==> src/rtl/subtrator_serial_8bits_pkg.sv <==
// subtrator_pkg: shared state encoding, default width and counter sizing for the serial subtractor.
package subtrator_pkg;
    typedef enum logic [1:0] {
        ST_IDLE = 2'd0,
        ST_SUB  = 2'd1,
        ST_DONE = 2'd2
    } state_t;

    localparam int DEF_WIDTH = 7;

    function automatic int cnt_w(input int w);
        return $clog2(w + 1);
    endfunction

    localparam int CNT_W = cnt_w(DEF_WIDTH);
endpackage

==> src/rtl/subtrator_serial_8bits_if.sv <==
// subtrator_serial_8bits_if: request/response bundle of the serial subtractor.
interface subtrator_serial_8bits_if
    import subtrator_pkg::*;
#(
    parameter int WIDTH = DEF_WIDTH
);
    logic             start;
    logic [WIDTH-1:0] S1;
    logic [WIDTH-1:0] S2;
    logic             B_in;
    logic             busy;
    logic             done;
    logic [WIDTH:0]   resultado;
    logic             B_out;
    logic             ovf;

    modport master (output start, S1, S2, B_in, input busy, done, resultado, B_out, ovf);
    modport slave  (input start, S1, S2, B_in, output busy, done, resultado, B_out, ovf);
endinterface

==> src/rtl/subtrator_completo_1bit.sv <==
// subtrator_completo_1bit: combinational full subtractor, d = a - b - bw_in.
module subtrator_completo_1bit (
    input  logic a,
    input  logic b,
    input  logic bw_in,
    output logic d,
    output logic bw_out
);
    assign d      = a ^ b ^ bw_in;
    assign bw_out = (~a & b) | (~(a ^ b) & bw_in);
endmodule

==> src/rtl/subtrator_serial_8bits.sv <==
// subtrator_serial_8bits: bit-serial S1 - S2 - B_in, one bit per clock with start/busy/done.
// Signed overflow output is built only when SUBTRATOR_SERIAL_OVF_EN is defined.
module subtrator_serial_8bits
    import subtrator_pkg::*;
#(
    parameter int WIDTH = DEF_WIDTH
) (
    input  logic                     clk,
    input  logic                     rst_n,
    subtrator_serial_8bits_if.slave  bus
);
    localparam int CW = cnt_w(WIDTH);

    state_t           st_q, st_d;
    logic [WIDTH-1:0] a_q, a_d, b_q, b_d, r_q, r_d;
    logic             bw_q, bw_d;
    logic [CW-1:0]    cnt_q, cnt_d;
    logic [WIDTH:0]   res_q, res_d;
    logic             bo_q, bo_d;
    logic             d, bw_n;
`ifdef SUBTRATOR_SERIAL_OVF_EN
    logic             sa_q, sa_d, sb_q, sb_d, ovf_q, ovf_d;
`endif

    subtrator_completo_1bit u_fs (
        .a      (a_q[0]),
        .b      (b_q[0]),
        .bw_in  (bw_q),
        .d      (d),
        .bw_out (bw_n)
    );

    always_ff @(posedge clk or negedge rst_n) begin
        if (!rst_n) begin
            st_q  <= ST_IDLE;
            a_q   <= '0;
            b_q   <= '0;
            r_q   <= '0;
            bw_q  <= 1'b0;
            cnt_q <= '0;
            res_q <= '0;
            bo_q  <= 1'b0;
`ifdef SUBTRATOR_SERIAL_OVF_EN
            sa_q  <= 1'b0;
            sb_q  <= 1'b0;
            ovf_q <= 1'b0;
`endif
        end else begin
            st_q  <= st_d;
            a_q   <= a_d;
            b_q   <= b_d;
            r_q   <= r_d;
            bw_q  <= bw_d;
            cnt_q <= cnt_d;
            res_q <= res_d;
            bo_q  <= bo_d;
`ifdef SUBTRATOR_SERIAL_OVF_EN
            sa_q  <= sa_d;
            sb_q  <= sb_d;
            ovf_q <= ovf_d;
`endif
        end
    end

    // SUB spends WIDTH cycles on bits, then one more to publish the result
    always_comb begin
        st_d  = st_q;
        a_d   = a_q;
        b_d   = b_q;
        r_d   = r_q;
        bw_d  = bw_q;
        cnt_d = cnt_q;
        res_d = res_q;
        bo_d  = bo_q;
`ifdef SUBTRATOR_SERIAL_OVF_EN
        sa_d  = sa_q;
        sb_d  = sb_q;
        ovf_d = ovf_q;
`endif
        case (st_q)
            ST_IDLE: if (bus.start) begin
                a_d   = bus.S1;
                b_d   = bus.S2;
                bw_d  = bus.B_in;
                cnt_d = '0;
                st_d  = ST_SUB;
`ifdef SUBTRATOR_SERIAL_OVF_EN
                sa_d  = bus.S1[WIDTH-1];
                sb_d  = bus.S2[WIDTH-1];
`endif
            end
            ST_SUB: if (cnt_q == CW'(WIDTH)) begin
                res_d = {bw_q, r_q};
                bo_d  = bw_q;
                st_d  = ST_DONE;
`ifdef SUBTRATOR_SERIAL_OVF_EN
                ovf_d = (sa_q != sb_q) & (r_q[WIDTH-1] != sa_q);
`endif
            end else begin
                r_d   = {d, r_q[WIDTH-1:1]};
                a_d   = a_q >> 1;
                b_d   = b_q >> 1;
                bw_d  = bw_n;
                cnt_d = cnt_q + 1'b1;
            end
            default: st_d = ST_IDLE;
        endcase
    end

    assign bus.busy      = (st_q == ST_SUB);
    assign bus.done      = (st_q == ST_DONE);
    assign bus.resultado = res_q;
    assign bus.B_out     = bo_q;
`ifdef SUBTRATOR_SERIAL_OVF_EN
    assign bus.ovf       = ovf_q;
`else
    assign bus.ovf       = 1'b0;
`endif
endmodule

==> src/flat_wrapper.sv <==
// flat-port wrapper written by rule: the top's interface ports become plain ports
module subtrator_serial_8bits_flat import subtrator_pkg::*;
#(
    parameter int WIDTH = DEF_WIDTH
)
  (clk, rst_n, bus_start, bus_S1, bus_S2, bus_B_in, bus_busy, bus_done, bus_resultado, bus_B_out, bus_ovf);
  subtrator_serial_8bits_if #(.WIDTH(WIDTH)) bus_i ();
  input  logic clk;
  input  logic rst_n;
  input wire logic [$bits(bus_i.start)-1:0] bus_start;
  input wire logic [$bits(bus_i.S1)-1:0] bus_S1;
  input wire logic [$bits(bus_i.S2)-1:0] bus_S2;
  input wire logic [$bits(bus_i.B_in)-1:0] bus_B_in;
  output wire logic [$bits(bus_i.busy)-1:0] bus_busy;
  output wire logic [$bits(bus_i.done)-1:0] bus_done;
  output wire logic [$bits(bus_i.resultado)-1:0] bus_resultado;
  output wire logic [$bits(bus_i.B_out)-1:0] bus_B_out;
  output wire logic [$bits(bus_i.ovf)-1:0] bus_ovf;
  assign bus_i.start = bus_start;
  assign bus_i.S1 = bus_S1;
  assign bus_i.S2 = bus_S2;
  assign bus_i.B_in = bus_B_in;
  assign bus_busy = bus_i.busy;
  assign bus_done = bus_i.done;
  assign bus_resultado = bus_i.resultado;
  assign bus_B_out = bus_i.B_out;
  assign bus_ovf = bus_i.ovf;
  subtrator_serial_8bits #(.WIDTH(WIDTH)) u_core (.clk(clk), .rst_n(rst_n), .bus(bus_i));
endmodule
==> config.mk <==
export PLATFORM = sky130hd
export DESIGN_NAME = subtrator_serial_8bits_flat
export DESIGN_NICKNAME = d
export VERILOG_FILES = /design/src/rtl/subtrator_serial_8bits_pkg.sv /design/src/rtl/subtrator_serial_8bits_if.sv /design/src/rtl/subtrator_completo_1bit.sv /design/src/rtl/subtrator_serial_8bits.sv /design/src/flat_wrapper.sv
export SDC_FILE = /design/constraint.sdc
export NUM_CORES = 1
export LEC_CHECK = 0
export CORE_MARGIN = 5
export CORE_UTILIZATION = 45
export CTS_BUF_LIST = sky130_fd_sc_hd__clkbuf_8
export DETAILED_ROUTE_END_ITERATION = 10
export DONT_BUFFER_PORTS = 1
export MAX_ROUTING_LAYER = met4
export PLACE_DENSITY = 0.58
export SYNTH_ARGS = -nofsm -noshare
export SYNTH_HDL_FRONTEND = slang
export SYNTH_SLANG_ARGS = --single-unit
==> constraint.sdc <==
create_clock -name clk -period 3.9 [get_ports clk]
set_input_delay 0.78 -clock clk [delete_from_list [all_inputs] [get_ports clk]]
set_output_delay 0.78 -clock clk [all_outputs]
set_load 0.05 [all_outputs]
# Word-level counts from Yosys, hierarchy flattened
# Index checks and enable logic that the tools add are counted.
[totals] reg_bits=36 wordCells=44
[classes] addsub=1 n_eq_ne=6 n_reduce_logical=6 bitwise_logic=8 muxes=15
[op_table] operator="two-way mux 7 bit" count=4
[op_table] operator="one-hot mux 7 bit (2 select lines)" count=2
[op_table] operator="two-way mux 3 bit" count=2
[op_table] operator="one-hot mux 3 bit (2 select lines)" count=1
[op_table] operator="AND reduction 2 bit" count=3
[op_table] operator="two-way mux 2 bit" count=2
[op_table] operator="inequality test 2 bit, second input constant" count=2
[op_table] operator="one-hot mux 2 bit (2 select lines)" count=1
[op_table] operator="adder 3 x 1 -> 3 bit, second input constant" count=1
[op_table] operator="== test 3 bit, second input constant" count=1
[op_table] operator="inverter 1 bit" count=3
[op_table] operator="AND reduction 3 bit" count=1
[op_table] operator="bitwise AND 1 bit" count=2
[op_table] operator="== test 2 x 1 -> 1 bit, second input constant" count=1
[op_table] operator="== test 2 bit, second input constant" count=1
[op_table] operator="logical NOT 2 bit" count=1
[op_table] operator="two-way mux 1 bit" count=2
[op_table] operator="inequality test 2 x 1 -> 1 bit, second input constant" count=1
[op_table] operator="one-hot mux 1 bit (2 select lines)" count=1
[op_table] operator="nonzero test 2 bit" count=1
[op_table] operator="bitwise XOR 1 bit" count=2
[op_table] operator="bitwise OR 1 bit" count=1

# Logic depth before layout (Yosys ltp)
[depth] word_depth=6 ltp_mapped=6 mapped_depth_nobuf=5

# Hierarchy
# Synthesis repeated with hierarchy kept, for this count alone.
[hier_totals] hier_cells=114 area_unflattened_um2=1649.1
[by_module_without_submodules] mod="subtrator_serial_8bits" seq_area_each_um2=875.8 area_each_um2=1617.8 cells_per_inst=110 instances=1
[by_module_without_submodules] mod="subtrator_completo_1bit" seq_area_each_um2=0.0 area_each_um2=31.3 cells_per_inst=4 instances=1

# Worst setup path before layout
# OpenSTA, ideal clock, no wires.
[synth_path] kind="reg-to-reg" start="register u_core.cnt_q[0]" end="register u_core.a_q[5]" period_less_slack_ns=1.935 path_buffers=1 setup_time_ns=0.125 path_stages_with_launch=7 path_slack_ns=1.965 t_arrival_ns=1.810 path_cell_list="dfrtp_1 -> ha_1 -> ha_1 -> or2b_1 -> a21oi_4 -> buf_12 -> mux2_4"
[synth_via] elab_chain_cells=3
[synth_rtl] element="start: declaration" line_no="subtrator_serial_8bits.sv:17" text="logic [CW-1:0] cnt_q, cnt_d;"
[synth_rtl] element="start signal: assignment" line_no="subtrator_serial_8bits.sv:54" text="cnt_q <= cnt_d;"
[synth_rtl] element="== test 3 bit" line_no="subtrator_serial_8bits.sv:92" text="ST_SUB: if (cnt_q == CW'(WIDTH)) begin"
[synth_rtl] element="inequality test 2 bit (no source line)"
[synth_rtl] element="AND reduction 3 bit (no source line)"
[synth_rtl] element="end signal: assignment" line_no="subtrator_serial_8bits.sv:36" text="a_q <= '0;"
[synth_rtl] element="end signal: assignment" line_no="subtrator_serial_8bits.sv:50" text="a_q <= a_d;"
[synth_rtl] element="end: declaration" line_no="subtrator_serial_8bits.sv:15" text="logic [WIDTH-1:0] a_q, a_d, b_q, b_d, r_q, r_d;"
# No other way between the ends.
# A chain may end at the register's enable or synchronous reset.

# Worst setup path after layout
[layout_path] start="register u_core.cnt_q[0]" end="register u_core.a_q[3]"
# The elaborated chain is that of the path after synthesis.

==> summary.txt <==
setup repair after global routing missed its margin: false
warning count from the yosys run: 0
total of endpoints with negative setup slack in the final report: 0
final total negative setup slack: 0 ns
final hold vios: 0
CP Data Required Time: 4.07 ns
area taken by multi-input logic gates: 716 µm²
drt pass-1 iters: 4
Vias/cell: 5.07
cell repeated most along the worst path: sky130_fd_sc_hd__ha_1
area enclosed by the die boundary: 5060 µm²
Max stage delay on crit path: 0.57 ns
register clock-pin slew on the reported worst setup and hold paths: 0.08 ns
Worst IR Drop VDD: 0.511 mV
post-cts hold buffer count: 0
maximum clock insertion buffer count: 2
critical path fanouts, max: 17
Power, Total: 1710 µW
horizontal die dimension: 71.1 µm
Wirelength per Cell: 16.7 µm
fill cell count: 333
Synth cell types: 24
first-pass GRT wire length: 4910 µm
CTS H-tree depth: 2
reported leakage power: 0.000875 µW
post-cts sizing count: 0
Post-Synthesis Cells: 115
via count of the first global-routing pass: 966
post-detailed-placement half-perimeter wirelength: 1910 µm
pin count of the biggest net entering global routing: 36
Final Wtd Congestion: 0.716
Period Utilization, post-route: 57.5%
number of buffers created by CTS: 5
Max Clk Rate: 446 MHz
Cell Pwr Density: 951 nW/µm²
starting density of the core: 46.2%
Detailed Route Iter0 Violations: 68
# rows: 22
Clock Root Buffer: sky130_fd_sc_hd__clkbuf_8
data arrival time of the critical path: 2.41 ns
number of setup buffers added after CTS: 0
post-synthesis average cell area: 14.6 µm²
# nets final: 139
P&R area growth vs syn: 6.78%
chain of cells forming the critical path: ha_1 > ha_1 > or2b_1 > a21oi_4 > mux2_2
number of clock sinks: 35
Critical-path top delay cell: sky130_fd_sc_hd__a21oi_4
count of nets left with antenna violations after detail routing: 0
post-layout min period: 2.24 ns
final wirelength: 2790 µm
global-route congestion overflow total: 0
number of placed I/O pins: 30
Sequential cell area: 876 µm²
core area: 3630 µm²
sequential element share of the synthesized area: 52.1%
worst hold slack across all endpoints: 0.182 ns
class of the most critical hold timing path: in2async
port bufs: 0
Finished Core Util: 49.4%
setup slack of the most critical reg-to-reg path: 1.66 ns
total number of vias: 847
outcome: complete, no violations
startpoint types: flip-flop
clock tree from TritonCTS: built
kind of critical path: reg2reg
critical path capture point type: flip-flop
flip-flop and latch count after synthesis: 35
measured slew at the worst slew-check pin: 0.906 ns
Syn Std Cell Area: 1680 µm²
worst skew pair latency: 0.29 ns
Final Max Tran Viols: 0
number of maximum-capacitance constraint violations: 0
Vert. Die Dim: 71.1 µm
Antenna Cells: 0
placed cell count: 159
worst clock skew: 0.00739 ns
Non-Filler Instances: 167
Total GRT Usage: 13.2%
initial antenna violation count: 0
Max-Slew Margin vs Limit: 39.6%
share of cells above drive strength 1: 42.0%
synthesized net count: 136
number of DRC violations after detailed routing: 0
## cells in the mapped netlist
cell type	n	area (µm²)
sky130_fd_sc_hd__mux2_4	13	195
sky130_fd_sc_hd__nand2_2	1	6.26
sky130_fd_sc_hd__and2b_1	2	15.0
sky130_fd_sc_hd__nor3b_1	1	7.51
sky130_fd_sc_hd__buf_4	2	15.0
sky130_fd_sc_hd__nand2_1	4	15.0
sky130_fd_sc_hd__a21o_1	1	7.51
sky130_fd_sc_hd__nand2b_1	2	12.5
sky130_fd_sc_hd__a21oi_1	3	15.0
sky130_fd_sc_hd__o21ai_0	2	10.0
sky130_fd_sc_hd__dfrtp_1	35	876
sky130_fd_sc_hd__nor2_1	1	3.75
sky130_fd_sc_hd__buf_6	1	11.3
sky130_fd_sc_hd__buf_12	2	40.0
sky130_fd_sc_hd__fa_1	1	20.0
sky130_fd_sc_hd__conb_1	1	3.75
sky130_fd_sc_hd__a21oi_4	1	16.3
sky130_fd_sc_hd__or2b_1	1	7.51
sky130_fd_sc_hd__nor2b_1	2	12.5
sky130_fd_sc_hd__nor2_4	1	11.3
sky130_fd_sc_hd__mux2i_1	5	50.1
sky130_fd_sc_hd__mux2_2	25	282
sky130_fd_sc_hd__inv_1	6	22.5
sky130_fd_sc_hd__ha_1	2	25.0
## flip-flops by register name, summed over array words and instances (netlist names)
name                  count
u_core.cnt_q              3
u_core.r_q                7
u_core.bw_q               1
u_core.a_q                7
u_core.bus.resultado      8
u_core.b_q                7
u_core.st_q               2
## per-stage QoR
stage	worst slack, ns	cell area [µm²]
3_5_place_dp	1.65	1680
5_1_grt	1.54	1790
4_1_cts	1.63	1790
3_3_place_gp	1.73	1680
2_1_floorplan	1.96	1680
6_report	1.66	1790
## layer usage
metal / track usage [%] / share of wire [%]
met2: 18.9 / 47
met1: 15.9 / 46
met3: 5.82 / 6.2
met5: - / 0
met4: 5.85 / 1.3
## placed cells by master (no fill, tap or decap), types with 2 or more instances in the layout
| cell type | synthesis | routed |
|---|---|---|
| sky130_fd_sc_hd__dfrtp_1 | 35 | 35 |
| sky130_fd_sc_hd__o21ai_0 | 2 | 2 |
| sky130_fd_sc_hd__clkbuf_8 | 0 | 5 |
| sky130_fd_sc_hd__ha_1 | 2 | 2 |
| sky130_fd_sc_hd__inv_1 | 6 | 6 |
| sky130_fd_sc_hd__mux2_2 | 25 | 25 |
| sky130_fd_sc_hd__mux2i_1 | 5 | 5 |
| sky130_fd_sc_hd__nand2_1 | 4 | 4 |
| sky130_fd_sc_hd__nand2b_1 | 2 | 2 |
| sky130_fd_sc_hd__and2b_1 | 2 | 2 |
| sky130_fd_sc_hd__nor2b_1 | 2 | 2 |
| sky130_fd_sc_hd__mux2_4 | 13 | 13 |
| sky130_fd_sc_hd__a21oi_1 | 3 | 3 |
## layout make-up
class | instances | area share [%]
Sequential cell | 35 | 48.8
Multi-Input combinational cell | 69 | 39.9
Clock buffer | 5 | 3.84
Tap cell | 48 | 3.35
Clock inverter | 3 | 2.44
Inverter | 6 | 1.26
Timing Repair Buffer | 1 | 0.418
## worst paths after layout
kind	depth (start not counted)	endpoint	startpoint
max	5	u_core.a_q[3]$_DFFE_PN0P_	u_core.cnt_q[0]$_DFFE_PN0P_
min	0	u_core.bus.resultado[6]$_DFFE_PN0P_	rst_n
max reg2reg	5	u_core.a_q[3]$_DFFE_PN0P_	u_core.cnt_q[0]$_DFFE_PN0P_
min reg2reg	1	u_core.a_q[2]$_DFFE_PN0P_	u_core.a_q[2]$_DFFE_PN0P_
max in group asynchronous	0	u_core.r_q[1]$_DFFE_PN0P_	rst_n
min in group clk	1	u_core.a_q[2]$_DFFE_PN0P_	u_core.a_q[2]$_DFFE_PN0P_
## report_power, final
part	internal, µW	switching (µW)
combinational	359	242
clock	190	134
sequential	527	254
total	1080	630
## worst max-delay path, delay by kind of cell, from the launching register on
kind	cells	cell delay, ns
muxes	1	0.41
and+or+nand+nor	1	0.28
AOI/OAI and AO/OA	1	0.57
DFF	1	0.40
adders and majority gates	2	0.46
## kinds of logic after synthesis
kind of cell             after synthesis  synth area share [%]
AND/OR/NAND/NOR                       15                  5.44
flip-flops                            35                  52.1
adder cells (fa/ha/maj)                3                  2.68
multiplexers                          43                  31.3
buffers and inverters                 11                  5.29
other                                  1                 0.223
AO/OA/AOI/OAI                          7                  2.90
(Power assumes the default switching activity.)
